==> src/rtl/lut_pkg.sv <==
// Shared constants and types for the LUT4 fabric cell.
// Default INIT 16'h5F5F realises O = ~(I[2] & I[0]).
package lut_pkg;
  localparam int LUT_K    = 4;
  localparam int LUT_SIZE = 16;

  typedef logic [LUT_SIZE-1:0] lut_init_t;

  localparam lut_init_t NAND_I2_I0_INIT = 16'h5F5F;
endpackage

==> src/rtl/lut4_cfg_if.sv <==
// Configuration port of a LUT4 cell: parallel load,
// scan chain and INIT readback.
interface lut4_cfg_if;
  import lut_pkg::*;

  logic      cfg_we;
  lut_init_t cfg_data;
  logic      cfg_shift_en;
  logic      cfg_sin;
  logic      cfg_sout;
  lut_init_t init_q;

  modport master (
    output cfg_we, cfg_data, cfg_shift_en, cfg_sin,
    input  cfg_sout, init_q
  );

  modport slave (
    input  cfg_we, cfg_data, cfg_shift_en, cfg_sin,
    output cfg_sout, init_q
  );
endinterface

==> src/rtl/lut4_cfg_reg.sv <==
// INIT register with parallel load, serial scan
// and asynchronous restore to the default table.
module lut4_cfg_reg
  import lut_pkg::*;
#(
  parameter lut_init_t INIT_DEFAULT = NAND_I2_I0_INIT
) (
  input  logic      clk,
  input  logic      rst_n,
  input  logic      cfg_we,
  input  lut_init_t cfg_data,
  input  logic      cfg_shift_en,
  input  logic      cfg_sin,
  output lut_init_t init_q
);

  // Parallel write has priority over shifting.
  always_ff @(posedge clk or negedge rst_n) begin
    if (!rst_n) begin
      init_q <= INIT_DEFAULT;
    end else if (cfg_we) begin
      init_q <= cfg_data;
    end else if (cfg_shift_en) begin
      init_q <= {init_q[LUT_SIZE-2:0], cfg_sin};
    end
  end

endmodule

==> src/rtl/lut4_cfg.sv <==
// Programmable LUT4 cell: 16:1 table mux over the
// INIT register, with an optional registered output.
module lut4_cfg
  import lut_pkg::*;
#(
  parameter lut_init_t INIT_DEFAULT = NAND_I2_I0_INIT,
  parameter bit        OUT_REG      = 1'b0
) (
  input  logic             clk,
  input  logic             rst_n,
  input  logic [LUT_K-1:0] I,
  output logic             O,
  output logic             O_q,
  lut4_cfg_if.slave        cfg
);

  lut_init_t init_q;

  lut4_cfg_reg #(
    .INIT_DEFAULT (INIT_DEFAULT)
  ) u_reg (
    .clk          (clk),
    .rst_n        (rst_n),
    .cfg_we       (cfg.cfg_we),
    .cfg_data     (cfg.cfg_data),
    .cfg_shift_en (cfg.cfg_shift_en),
    .cfg_sin      (cfg.cfg_sin),
    .init_q       (init_q)
  );

  assign cfg.init_q   = init_q;
  assign cfg.cfg_sout = init_q[LUT_SIZE-1];

  assign O = init_q[I];

  if (OUT_REG) begin : g_oreg
    always_ff @(posedge clk or negedge rst_n) begin
      if (!rst_n) begin
        O_q <= 1'b0;
      end else begin
        O_q <= O;
      end
    end
  end else begin : g_nooreg
    assign O_q = 1'b0;
  end

endmodule

==> src/flat_wrapper.sv <==
// flat-port wrapper written by rule: the top's interface ports become plain ports
module lut4_cfg_flat import lut_pkg::*;
#(
  parameter lut_init_t INIT_DEFAULT = NAND_I2_I0_INIT,
  parameter bit        OUT_REG      = 1'b0
)
  (clk, rst_n, I, O, O_q, cfg_cfg_we, cfg_cfg_data, cfg_cfg_shift_en, cfg_cfg_sin, cfg_cfg_sout, cfg_init_q);
  lut4_cfg_if cfg_i ();
  input  logic clk;
  input  logic rst_n;
  input  logic [LUT_K-1:0] I;
  output logic O;
  output logic O_q;
  input wire logic [$bits(cfg_i.cfg_we)-1:0] cfg_cfg_we;
  input wire logic [$bits(cfg_i.cfg_data)-1:0] cfg_cfg_data;
  input wire logic [$bits(cfg_i.cfg_shift_en)-1:0] cfg_cfg_shift_en;
  input wire logic [$bits(cfg_i.cfg_sin)-1:0] cfg_cfg_sin;
  output wire logic [$bits(cfg_i.cfg_sout)-1:0] cfg_cfg_sout;
  output wire logic [$bits(cfg_i.init_q)-1:0] cfg_init_q;
  assign cfg_i.cfg_we = cfg_cfg_we;
  assign cfg_i.cfg_data = cfg_cfg_data;
  assign cfg_i.cfg_shift_en = cfg_cfg_shift_en;
  assign cfg_i.cfg_sin = cfg_cfg_sin;
  assign cfg_cfg_sout = cfg_i.cfg_sout;
  assign cfg_init_q = cfg_i.init_q;
  lut4_cfg #(.INIT_DEFAULT(INIT_DEFAULT), .OUT_REG(OUT_REG)) u_core (.clk(clk), .rst_n(rst_n), .I(I), .O(O), .O_q(O_q), .cfg(cfg_i));
endmodule
==> config.mk <==
export PLATFORM = sky130hd
export DESIGN_NAME = lut4_cfg_flat
export DESIGN_NICKNAME = d
export VERILOG_FILES = /design/src/rtl/lut_pkg.sv /design/src/rtl/lut4_cfg_if.sv /design/src/rtl/lut4_cfg_reg.sv /design/src/rtl/lut4_cfg.sv /design/src/flat_wrapper.sv
export SDC_FILE = /design/constraint.sdc
export NUM_CORES = 1
export LEC_CHECK = 0
export ABC_AREA = 1
export CAP_MARGIN = 10
export CORE_AREA = 4 4 53 55
export CTS_CLUSTER_SIZE = 12
export DETAILED_ROUTE_END_ITERATION = 7
export DIE_AREA = 0 0 57 59
export PLACE_DENSITY = 0.82
export SYNTH_ARGS = -nofsm -noshare
export SYNTH_HDL_FRONTEND = slang
export SYNTH_SLANG_ARGS = --single-unit
export TNS_END_PERCENT = 30
==> constraint.sdc <==
create_clock -name clk -period 1.7 [get_ports clk]
set_input_delay 0.34 -clock clk [delete_from_list [all_inputs] [get_ports clk]]
set_output_delay 0.34 -clock clk [all_outputs]
set_load 0.02 [all_outputs]
* Word-level counts from Yosys, hierarchy flattened
Index checks and enable logic that the tools add are counted.
W data, S select, Z words.
** Cells by class
- Muxes and demuxes :: 4
- Reductions and logical operators :: 1
- $lt $le $gt $ge :: 1
** Operator list (count)
- $mux W16 :: 2
- $lt A4 B5 Y1 const B :: 1
- $bmux W1 S4 :: 1
- $reduce_bool A2 Y1 :: 1
- $mux W1 :: 1
** Storage, ports and cells
- Word-level logic and storage cells :: 7
- Bits of input ports :: 25
- Output and inout bits :: 19
- Flip-flop bits (word level) :: 16

* Logic depth before layout (Yosys ltp)
- Depth in word-level cells :: 2
- Mapped depth :: 7
- Gate-level depth less buffers :: 6

* By module
A second synthesis with hierarchy kept.
** Unflattened totals
- Cells, all modules :: 141
- Area total of the unflattened synthesis :: 1026.0 µm²
** By module, submodules not included
- lut4_cfg_reg :: seq. area each 415.4 µm², cells each 88, times used 1, area each 777.0 µm²
- lut4_cfg :: seq. area each 0.0 µm², cells each 53, times used 1, area each 249.0 µm²

* Worst setup path before layout
Ideal clock, no wire load.
- Kind :: flip-flop to output port
- Start point :: reg u_core.u_reg.init_q[6]
- End point :: out O
- Cell stages (with the launch flop) :: 7
- Setup slack :: 229 ps
- Buffers on the path :: 0
- Data required time :: 1360 ps
- Arrival time :: 1131 ps
- Path through :: dfstp_2 > inv_1 > o21ai_0 > nand2_1 > nand3_1 > nand3_1 > nand2_1
** Between the ends
- Word-level cells in the longest chain between the ends :: 2
** RTL lines
- start: declaration :: line lut4_cfg_reg.sv:14 : output lut_init_t init_q
- start signal: assignment :: line lut4_cfg_reg.sv:22 : init_q <= cfg_data;
- start signal: assignment :: line lut4_cfg_reg.sv:24 : init_q <= {init_q[LUT_SIZE-2:0], cfg_sin};
- $bmux W1 S4 :: line lut4_cfg.sv:34 : assign O = init_q[I];
- $mux W1 (not written as such) :: line lut4_cfg.sv:34
- end: declaration :: line flat_wrapper.sv:12 : output logic O;
No other way between the ends. The select of a mux whose other input is x is not followed.

* Worst setup path in the final report
- Start point :: reg u_core.u_reg.init_q[9]
- End point :: out O
The elaborated chain is that of the path after synthesis.

==> reports/results.txt <==
Max frequency = 0.564 GHz
Maximum capacitance violations = 0
Crit end category = primary output
WP data arrival = 1430 ps
Num CTS Buffers = 3
Fin Hold WS = 352 ps
Power Dens Cells = 734 nW/µm²
CTS tree = yes
Tcrit/Tclk final = 104%
Sink Count = 16
Clk root buf = clkbuf_4
Core area = 2390 µm²
Initial antenna violation count = 0
Max Buffers Root-to-Sink = 2
Dpl hpwl = 2400 µm
Final setup vio count = 1
Final Skew = 1.53 ps
Drt first pass iters = 4
Ports = 44
Via Count = 1090
Fill cell count = 203
Number of synthesized flops with an enable pin = 0
Placed insts = 206
Largest net degree at the start of global routing = 17
R2R setup slack = 710 ps
Die Y = 59 µm
Routability cong. = 0.975
Critical path required time = 1360 ps
Ys Warns = 0
Seq cells post-synth = 16
Seq/Total Area, Yosys = 41.3%
Inserted Diodes = 0
Top flop regs = u_core.u_reg.init_q (16)
Clk_lat worst skew = 290 ps
Ys async rst share = 100%
Util after Layout = 68.1%
Final setup margin = -72.1 ps
Leak = 0.000786 µW
Num rows = 18
Syn nets = 141
Final net count = 207
RSZ-0062 raised after global routing = yes
WL per Instance = 15.1 µm
Die ar. = 3360 µm²
Synthesized area per cell = 8.67 µm²
Failing checks = setup timing
Final Non-Filler Cells = 211
Synth unique cells = 18
Drt total wl = 3180 µm
First-pass GRT wire length = 4960 µm
Reg2Reg Depth = 3
Post-Place Worst Slack = -644 ps
Slew Viols, Final = 0
Avg Vias per Cell = 5.17
Initial Utilization = 42.1%
H-Tree Depth = 1
Status = complete, but fails checks
Clock-pin transition on the worst setup and hold timing paths = 100 ps
Port bufs = 42
Area delta synth->final = 61.7%
Startpoint Class = flop
1st-iter DRT viols = 18
Routed Antenna Nets = 0
Post-Syn Area = 1010 µm²
Max rail drop VDD = 420 µV
Hold Violations, Final = 0
Reg-to-reg critical path endpoint = u_core.u_reg.init_q[10]
Hold Path Class = in -> async
Register with the most flip-flops = u_core.u_reg.init_q
Number of flip-flops in the largest register = 16
Layout cells sized above 1 = 38.7%
Main synth FF type = dfstp_2
Cell count after synthesis = 116
Worst-path maximum fanout = 2
Tmin final = 1770 ps
Die Wd = 57 µm
Overall Global Routing Usage = 19.3%
Most frequent cells in the layout = 35 x nand2_1, 28 x buf_4, 24 x clkdlybuf4s50_1
Most common library cell in the layout ignoring fill and taps = nand2_1
DR DRC count = 0
Number of global-route vias before repair = 1130
Grt ovf = 0
Reg2reg start = u_core.u_reg.init_q[10]
Setup CP Type = reg -> out
==> repair_timing <==
item | CTS | global route
setup endpoints to repair | 16 | 1
gates cloned | 0 | 0
pin swaps | 0 | 3
gates resized for setup | 23 | 9
setup buffers | 0 | 1
hold buffers | 0 | 0
==> metal layers <==
layer | vias to the layer above | wire (µm) | global-route usage, %
li1 | 506 | - | -
met1 | 526 | 1190 | 21.0
met2 | 45 | 1720 | 36.5
met3 | 13 | 163 | 2.83
met4 | 0 | 110 | 9.27
met5 | - | 0 | 0
==> worst max path at each step <==
stage                           startpoint  endpoint  slack, ps  cells after the start
global route        u_core.u_reg.init_q[8]         O       -160                      7
floorplan           u_core.u_reg.init_q[6]         O        230                      6
finish              u_core.u_reg.init_q[9]         O        -70                      7
global placement                      I[0]         O       -580                      8
detailed placement                    I[0]         O       -640                      8
CTS                 u_core.u_reg.init_q[6]         O        -80                      7
==> power breakdown <==
part           leakage, µW  switching [µW]  total, µW  internal (µW)
Combinational     0.000591             238        465            227
Clock            0.0000210             133        264            131
Sequential        0.000175            23.2        465            442
==> stage by stage <==
step	instance area, µm²	total power [µW]	TNS (ps)
3_3_place_gp	1590	935	-576
3_5_place_dp	1590	950	-644
2_1_floorplan	1010	688	0
5_1_grt	1630	1260	-160
6_report	1630	1190	-72.1
4_1_cts	1600	1190	-75.2
==> cell usage after synthesis, types with 2 or more instances <==
cell | count | area [µm²]
nand2_1 | 36 | 135
inv_1 | 19 | 71.3
nand3_1 | 13 | 65.1
dfstp_2 | 12 | 315
o221ai_2 | 8 | 120
o211ai_2 | 5 | 62.6
dfrtp_1 | 4 | 100
buf_6 | 3 | 33.8
inv_2 | 3 | 11.3
buf_2 | 2 | 10.0
buf_4 | 2 | 15.0
nor2_4 | 2 | 22.5
o221ai_1 | 2 | 17.5
==> kinds of logic (layout without fill, tap and decap cells) <==
family,Yosys count,count (layout),synth area share (%)
other cells,1,1,0.373
simple gates,52,52,22.8
compound gates,18,18,21.5
flops,16,16,41.3
buf+inv,29,94,14.1
==> critical path, cell delays in order, from the launching register on <==
cell	delay [ps]
dfstp_2	540
inv_1	50
nand2_1	70
nand3_1	90
nand3_1	120
nand3_2	80
nand2_2	80
buf_6	110
==> final cells by class <==
| cell class | count | area [µm²] | share of cell area, % |
|---|---|---|---|
| tap | 30 | 37.5 | 2.31 |
| multi-input combinational | 71 | 465 | 28.6 |
| clock buffer | 4 | 36.3 | 2.23 |
| sequential | 16 | 415 | 25.5 |
| timing repair buffer | 68 | 589 | 36.2 |
| inverter | 22 | 82.6 | 5.08 |
Note: power is estimated with default switching activity, not from simulation.
